**src/rtl/seg_pkg.sv**
```systemverilog
// Shared definitions for the multiplexed seven-segment scan driver.
//   state_t      : display FSM states (BLANK until the first value arrives, then SCAN)
//   SEG_BLANK    : all segments off (active-low)
//   SEG_DASH     : middle-bar-only pattern shown for non-BCD digits
//   digit_to_seg : 4-bit digit -> active-low {g,f,e,d,c,b,a} pattern
package seg_pkg;

  typedef enum logic {
    BLANK = 1'b0,
    SCAN  = 1'b1
  } state_t;

  localparam logic [6:0] SEG_BLANK = 7'h7F;
  localparam logic [6:0] SEG_DASH  = 7'h3F;

  function automatic logic [6:0] digit_to_seg(input logic [3:0] d);
    logic [6:0] s;
    case (d)
      4'd0:    s = 7'h40;
      4'd1:    s = 7'h79;
      4'd2:    s = 7'h24;
      4'd3:    s = 7'h30;
      4'd4:    s = 7'h19;
      4'd5:    s = 7'h12;
      4'd6:    s = 7'h02;
      4'd7:    s = 7'h78;
      4'd8:    s = 7'h00;
      4'd9:    s = 7'h10;
      default: s = SEG_DASH;
    endcase
    return s;
  endfunction

endpackage

```
**src/rtl/bcd_to_seg.sv**
```systemverilog
// Combinational digit decoder for one display position.
//   i_digit : BCD digit to show (values above 9 decode to a dash)
//   i_blank : force all segments off (leading-zero suppression)
//   o_seg   : active-low segment pattern {g,f,e,d,c,b,a}
module bcd_to_seg
  import seg_pkg::*;
(
  input  logic [3:0] i_digit,
  input  logic       i_blank,
  output logic [6:0] o_seg
);

  assign o_seg = i_blank ? SEG_BLANK : digit_to_seg(i_digit);

endmodule

```
**src/rtl/seg_scan_driver.sv**
```systemverilog
// Four-digit multiplexed seven-segment scan driver with a one-deep load buffer.
// A new value is held in a pending register and moved to the display register
// only at a frame boundary, so a frame never shows a mix of old and new digits.
//   clk    : rising-edge clock
//   rst    : asynchronous active-high reset
//   load   : offer of a new value on bcd_in (taken when load && ready)
//   bcd_in : four BCD digits, [3:0] = ones ... [15:12] = thousands
//   ready  : pending buffer empty
//   seg    : active-low segments {g,f,e,d,c,b,a}, registered
//   an     : active-low one-hot digit enable, registered
//   err    : sticky flag, a non-BCD digit was transferred for display
module seg_scan_driver
  import seg_pkg::*;
#(
  parameter int DIV      = 4,
  parameter bit BLANK_LZ = 1'b1
) (
  input  logic        clk,
  input  logic        rst,
  input  logic        load,
  input  logic [15:0] bcd_in,
  output logic        ready,
  output logic [6:0]  seg,
  output logic [3:0]  an,
  output logic        err
);

  localparam int             CW      = (DIV > 2) ? $clog2(DIV) : 1;
  localparam logic [CW-1:0]  CNT_MAX = CW'(DIV - 1);

  logic [CW-1:0] r_cnt;
  logic [1:0]    r_idx;
  logic [15:0]   r_pend;
  logic          r_full;
  logic [15:0]   r_disp;
  state_t        r_state;
  logic          r_err;
  logic [6:0]    r_seg;
  logic [3:0]    r_an;

  logic          w_tick;
  logic          w_frame;
  logic          w_xfer;
  logic          w_accept;
  logic          w_pend_bad;
  logic [3:0]    w_digit;
  logic          w_blank;
  logic [6:0]    w_seg;
  logic [3:0]    w_an;

  assign w_tick   = (r_cnt == CNT_MAX);
  assign w_frame  = w_tick && (r_idx == 2'd3);
  assign w_xfer   = w_frame && r_full;
  // While full, ready is low, so an accept can never coincide with a transfer;
  // a load taken on a boundary cycle therefore waits for the next boundary.
  assign w_accept = load && !r_full;

  assign w_pend_bad = (r_pend[3:0]   > 4'd9) || (r_pend[7:4]   > 4'd9) ||
                      (r_pend[11:8]  > 4'd9) || (r_pend[15:12] > 4'd9);

  // Digit select and leading-zero detection for the current scan position.
  // A non-BCD digit is non-zero, so it can never satisfy the blanking test.
  always_comb begin
    w_digit = r_disp[4*r_idx +: 4];
    w_blank = 1'b0;
    case (r_idx)
      2'd1:    w_blank = (r_disp[15:4]  == 12'd0);
      2'd2:    w_blank = (r_disp[15:8]  == 8'd0);
      2'd3:    w_blank = (r_disp[15:12] == 4'd0);
      default: w_blank = 1'b0;
    endcase
    w_blank = w_blank && BLANK_LZ;
    w_an    = ~(4'b0001 << r_idx);
  end

  bcd_to_seg u_dec (
    .i_digit (w_digit),
    .i_blank (w_blank),
    .o_seg   (w_seg)
  );

  always_ff @(posedge clk or posedge rst) begin
    if (rst) begin
      r_cnt <= '0;
      r_idx <= 2'd0;
    end else if (w_tick) begin
      r_cnt <= '0;
      r_idx <= r_idx + 2'd1;
    end else begin
      r_cnt <= r_cnt + CW'(1);
    end
  end

  always_ff @(posedge clk or posedge rst) begin
    if (rst) begin
      r_pend <= 16'd0;
      r_full <= 1'b0;
    end else if (w_xfer) begin
      r_full <= 1'b0;
    end else if (w_accept) begin
      r_pend <= bcd_in;
      r_full <= 1'b1;
    end
  end

  // Display FSM with registered outputs: seg/an follow the index and display
  // contents of the previous cycle.
  always_ff @(posedge clk or posedge rst) begin
    if (rst) begin
      r_state <= BLANK;
      r_disp  <= 16'd0;
      r_err   <= 1'b0;
      r_an    <= 4'b1111;
      r_seg   <= SEG_BLANK;
    end else begin
      case (r_state)
        BLANK: begin
          r_an  <= 4'b1111;
          r_seg <= SEG_BLANK;
          if (w_xfer) r_state <= SCAN;
        end
        SCAN: begin
          r_an  <= w_an;
          r_seg <= w_seg;
        end
        default: r_state <= BLANK;
      endcase
      if (w_xfer) begin
        r_disp <= r_pend;
        if (w_pend_bad) r_err <= 1'b1;
      end
    end
  end

  assign ready = ~r_full;
  assign seg   = r_seg;
  assign an    = r_an;
  assign err   = r_err;

endmodule

```
**config.mk**
```make
export PLATFORM = sky130hd
export DESIGN_NAME = seg_scan_driver
export DESIGN_NICKNAME = d
export VERILOG_FILES = /design/src/rtl/seg_pkg.sv /design/src/rtl/bcd_to_seg.sv /design/src/rtl/seg_scan_driver.sv
export SDC_FILE = /design/constraint.sdc
export NUM_CORES = 1
export LEC_CHECK = 0
export BUFFER_PORTS_ARGS = -buffer_cell sky130_fd_sc_hd__buf_2
export CAP_MARGIN = 0
export CELL_PAD_IN_SITES_DETAIL_PLACEMENT = 1
export CELL_PAD_IN_SITES_GLOBAL_PLACEMENT = 2
export CORE_ASPECT_RATIO = 0.8
export CORE_MARGIN = 1
export CORE_UTILIZATION = 39
export DETAILED_ROUTE_END_ITERATION = 16
export PLACE_DENSITY = 0.89
export SLEW_MARGIN = 15
export SYNTH_ARGS = -nofsm -noshare
export SYNTH_HDL_FRONTEND = slang
export SYNTH_HIERARCHICAL = 1
export SYNTH_SLANG_ARGS = --single-unit
```
**constraint.sdc**
```tcl
create_clock -name clk -period 2.3 [get_ports clk]
set_input_delay 0.23 -clock clk [delete_from_list [all_inputs] [get_ports clk]]
set_output_delay 0.23 -clock clk [all_outputs]
set_load 0.02 [all_outputs]
```
==> metrics.txt, run 1 <==
multi-input logic area 967 µm²; Crit Path Class reg2reg; maximum root-to-sink buffer count 2; register area 0.00126 mm²; cell count after synthesis 168; Via density 4.85; Wirelength per Cell 14.9 µm; TritonCTS clock tree built; starting utilization of the core area 41.4%; number of global-route vias before repair 1489; die height 70.9 µm; start of the worst register-to-register path r_idx[1]; Final Total Pwr 0.00202 W; detailed placer's ending HPWL 3.14 mm; layout cell share with drive strength beyond 1 46.3%; maximum resistive drop on vdd 371 µV; number of standard-cell rows in the floorplan 24; Final Hold Fails 0; most common cell after layout, fill and taps aside dfrtp_1; endpoint kind of the worst setup timing path register; family with the most delay on the worst path multiplexers; area enclosed by the die boundary 0.00624 mm²; maxcap violations 0; top cells by area in the synthesized netlist dfrtp_1 42%, dfstp_2 13%, mux2_2 11%; total negative slack for setup checks 0 ns; GP Congestion 0.742; Core Footprint 0.00559 mm²; unrepaired setup endpoints after global routing false; number of nets in the finished design 234; count of cells along the worst register-to-register path 6; Max Transition Viols Final 0; latest clock arrival within the worst-skew pair 0.30 ns; TritonCTS Sinks 50; largest net degree at the start of global routing 51; average footprint of a synthesized cell 13.8 µm²; count of filler cells inserted in the layout 621; global-route total usage across every layer 16.0%; die span in x 88.1 µm; crit path DAT 2.23 ns; number of remaining DRC errors 0; Port-buffer cells 31; final worst path period share 86.9%; number of placed instances with taps included 275; ANT nets after route 0; static leakage 1.18 nW; aggregate routed wire length 4.23 mm; mapped cell area 0.00231 mm²; total of flip-flops plus latches after synthesis 50; status completed; critical path peak fanout 7; post-layout instance count excluding filler cells 283; Distinct cells, synth 30; first-pass GRT wire length 7.43 mm; CTS hold repair buffers 0; post-place setup slack 0.321 ns; data required time at the worst endpoint 2.53 ns; Congestion Overflow GR 0; cell-by-cell listing of the critical path mux4_2 -> inv_1 -> ha_1 -> nor4bb_1 -> nor2_1 -> nand2b_1; final worst slack 0.301 ns; antenna violations before repair 0; worst flop-to-flop path endpoint seg[3]; share of Yosys cell area claimed by the top area cell type 42.2%; total via count after detailed routing 1372; top-level port count 32; slew margin rel. 59.1%; clock buffers created by TritonCTS 5; worst-margin pin slew 0.614 ns; top achievable clock speed 500 MHz; number of antenna cells inserted 0; commonest cells after routing, fill and taps aside 39 x dfrtp_1, 31 x buf_2, 23 x mux2_2; CTS Root Cell clkbuf_8; slowest stage cell, crit path mux4_2; Area growth syn-to-layout 14.6%; H-tree lvl count 2; iteration-0 DRC count of the detailed router 30; final setup vio count 0; post-synthesis sequential area ratio 54.7%; post-cts gate resize count 0; largest stage delay on the critical path 0.63 ns; Clk pin slew, worst setup/hold paths 0.09 ns; largest area contributor in the netlist dfrtp_1; slack of the worst reg-to-reg path 0.30 ns; worst min-delay path class in2async; power per standard cell area 763 mW/mm²; detailed-router iteration count before antenna repair 4; Core Util, Final 47.4%; final setup skew 0.00931 ns; crit path buf inv count 1; Worst Setup Start Kind register; number of nets produced by synthesis 198; total setup buffers inserted after CTS 0; Synth Warn # 6; minimum clock period 2.00 ns
-- worst min-delay path, stage by stage --
cell	delay [ns]
buf_2	0.10
inv_2	0.03
buf_4	0.49
-- routing by layer --
layer	vias to the layer above	track usage [%]	share of wire, %
li1	655	-	-
met1	687	21.7	47
met2	25	24.7	49
met3	5	4.20	3.3
met4	0	5.91	1.3
met5	-	0	0
-- state kept, by name, indices dropped and copies added (netlist names) --
| register | count |
|---|---|
| r_full | 1 |
| r_pend | 16 |
| err | 1 |
| an | 4 |
| r_state | 1 |
| seg | 7 |
| r_idx | 2 |
| r_disp | 16 |
| r_cnt | 2 |
-- cell type report --
class,instances,share of cell area [%]
sequential,50,47.8
multi-input combinational,104,36.5
timing repair buffer,36,7.27
tap,78,3.68
clock buffer,6,3.12
inverter,7,0.992
clock inverter,2,0.661
-- kinds of logic after synthesis --
| group | count (synthesis) | synth area share (%) |
|---|---|---|
| multiplexers | 36 | 21.0 |
| adder cells (fa/ha/maj) | 11 | 5.96 |
| AO/OA/AOI/OAI | 21 | 5.52 |
| buffers and inverters | 14 | 3.41 |
| AND/OR/NAND/NOR | 35 | 9.04 |
| XOR/XNOR | 1 | 0.379 |
| flip-flops | 50 | 54.7 |
-- power by group --
part	internal [W]	switching, W
clock network	0.000248	0.000298
logic	0.000196	0.000186
registers	0.00102	0.0000763
total	0.00146	0.000560
-- how the worst max path moves through the flow --
stage	end	startpoint	slack, ns	cells after the start
after global placement	seg[3]	r_idx[1]	0.37	6
after CTS	seg[3]	r_idx[1]	0.29	6
after floorplan	seg[0]	r_idx[0]	0.32	7
final	seg[3]	r_idx[1]	0.30	6
after global routing	seg[3]	r_idx[1]	0.09	6
after detailed placement	seg[3]	r_idx[1]	0.32	6
-- synthesized netlist by cell type (all sizes together) --
master  number
or2          2
buf          6
nor4b        1
nor2         6
nor4bb       1
nand2        6
nand2b      11
o22ai        1
o21a         2
a21oi        4
xor2         1
a41oi        1
clkbuf       1
inv          7
o21ai       10
o21bai       2
ha          11
mux2        32
nor2b        2
nand3b       2
nor4         3
dfrtp       39
dfstp       11
mux4         4
a211oi       1
nand3        1
-- stage by stage --
| step | hold slack (ns) | area [µm²] |
|---|---|---|
| after floorplan | 0.347 | 2310 |
| after global placement | 0.413 | 2550 |
| after CTS | 0.0835 | 2650 |
| final | 0.0673 | 2650 |
| after detailed placement | 0.431 | 2550 |
| after global routing | 0.112 | 2650 |
(Power assumes the default switching activity.)
==> run 2: changes to the inputs <==
==> constraint.sdc (replaced) <==
create_clock -name clk -period 2.3 [get_ports clk]
set_input_delay 0.69 -clock clk [delete_from_list [all_inputs] [get_ports clk]]
set_output_delay 0.69 -clock clk [all_outputs]
set_load 0.02 [all_outputs]
==> run 2 against run 1 <==
Register-to-register slack worse by 0.03 ns. Fmax down 1.5%. Die area unchanged. Critical path type unchanged. Largest cell class unchanged. Critical endpoint unchanged. First-iteration DRC count up 93%. Via count up 1.5%. Largest power group unchanged. Worst hold slack better by 0.37 ns. Routed wire length about the same.
==> metrics.txt, run 2 (synthesis results as in run 1) <==
status completed; start of the worst register-to-register path r_idx[1]; critical path peak fanout 7; start point of the worst min-delay path r_cnt[0]; Via density 4.92; die span in x 88.1 µm; data required time at the worst endpoint 2.52 ns; post-place setup slack 0.258 ns; iteration-0 DRC count of the detailed router 58; worst flop-to-flop path endpoint seg[3]; Crit Path Class reg2reg; clock buffers created by TritonCTS 5; slack of the worst reg-to-reg path 0.27 ns; Port-buffer cells 31; Final Hold Fails 0; largest net degree at the start of global routing 51; power per standard cell area 762 mW/mm²; final worst path period share 88.2%; number of antenna cells inserted 0; maxcap violations 0; total setup buffers inserted after CTS 0; crit path DAT 2.25 ns; Worst Setup Start Kind register; H-tree lvl count 2; starting utilization of the core area 41.4%; number of standard-cell rows in the floorplan 24; CTS hold repair buffers 0; detailed placer's ending HPWL 3.13 mm; antenna violations before repair 0; final setup skew 0.0135 ns; final setup vio count 0; most common cell after layout, fill and taps aside dfrtp_1; endpoint kind of the worst setup timing path register; static leakage 1.18 nW; post-placement cell area 0.00255 mm²; number of global-route vias before repair 1458; slew margin rel. 59.0%; final hold slack 0.437 ns; detailed-router iteration count before antenna repair 2; Area growth syn-to-layout 14.6%; post-cts gate resize count 0; commonest cells after routing, fill and taps aside 39 x dfrtp_1, 31 x buf_2, 23 x mux2_2; global-route total usage across every layer 15.2%; maximum resistive drop on vdd 376 µV; first-pass GRT wire length 7.19 mm; TritonCTS Sinks 50; die height 70.9 µm; worst min-delay path endpoint r_cnt[0]; worst min-delay path class reg2reg; number of nets in the finished design 234; latest clock arrival within the worst-skew pair 0.31 ns; Wirelength per Cell 15.0 µm; ANT nets after route 0; count of cells along the worst register-to-register path 6; aggregate routed wire length 4.23 mm; CTS Root Cell clkbuf_8; top-level port count 32; top achievable clock speed 493 MHz; hold path depth 1; GP Congestion 0.752; final worst slack 0.271 ns; number of remaining DRC errors 0; total via count after detailed routing 1393; post-route cell area 0.00265 mm²; maximum root-to-sink buffer count 2; minimum clock period 2.03 ns; Core Footprint 0.00559 mm²; Congestion Overflow GR 0; layout cell share with drive strength beyond 1 46.3%; total negative slack for setup checks 0 ns; Clk pin slew, worst setup/hold paths 0.09 ns; worst-margin pin slew 0.615 ns; unrepaired setup endpoints after global routing false; Max Transition Viols Final 0; TritonCTS clock tree built; area enclosed by the die boundary 0.00624 mm²
==> run 2: power breakdown <==
| group | total (W) | leakage, nW | switching, W | internal [W] |
|---|---|---|---|---|
| Combinational | 0.000382 | 0.559 | 0.000186 | 0.000195 |
| Clock | 0.000546 | 0.0514 | 0.000298 | 0.000248 |
| Sequential | 0.00109 | 0.570 | 0.0000750 | 0.00102 |
| Total | 0.00202 | 1.18 | 0.000559 | 0.00146 |
==> run 2: through the flow <==
| step | utilization, % | cells | power [W] |
|---|---|---|---|
| CTS | 47.4 | 283 | 0.00205 |
| global route | 47.4 | 283 | 0.00213 |
| global placement | 45.6 | 275 | 0.00148 |
| finish | 47.4 | 283 | 0.00202 |
| detailed placement | 45.6 | 275 | 0.00150 |
| floorplan | - | 168 | 0.00138 |
==> run 2: how the worst max path moves through the flow <==
stage               slack, ns     end     start
floorplan                0.32  seg[0]  r_idx[0]
global placement         0.37  seg[3]  r_idx[1]
detailed placement       0.26  seg[3]  r_idx[1]
CTS                      0.23  seg[3]  r_idx[1]
global route              0.1  seg[3]  r_idx[1]
finish                   0.27  seg[3]  r_idx[1]
==> run 2: layout make-up <==
| cell class | count | area (µm²) |
|---|---|---|
| clock buffers | 6 | 82.6 |
| multi-input cells | 104 | 967 |
| well taps | 78 | 97.6 |
| repair buffers | 36 | 193 |
| flip-flops and latches | 50 | 1260 |
| clock inverters | 2 | 17.5 |
| inverters | 7 | 26.3 |
| fillers | 613 | 2940 |
==> run 2: worst max-delay path, stage by stage, from the launching register on <==
cell      delay (ns)
dfrtp_1         0.52
mux4_2          0.63
inv_1           0.13
ha_1            0.15
nor4bb_1        0.31
nor2_1          0.08
nand2b_1        0.14
==> run 2: per-layer routing <==
| metal | share of wire, % | global-route usage (%) |
|---|---|---|
| met5 | 0 | 0 |
| met4 | 1.0 | 4.30 |
| met3 | 3.3 | 3.73 |
| met2 | 48 | 23.7 |
| met1 | 47 | 21.1 |
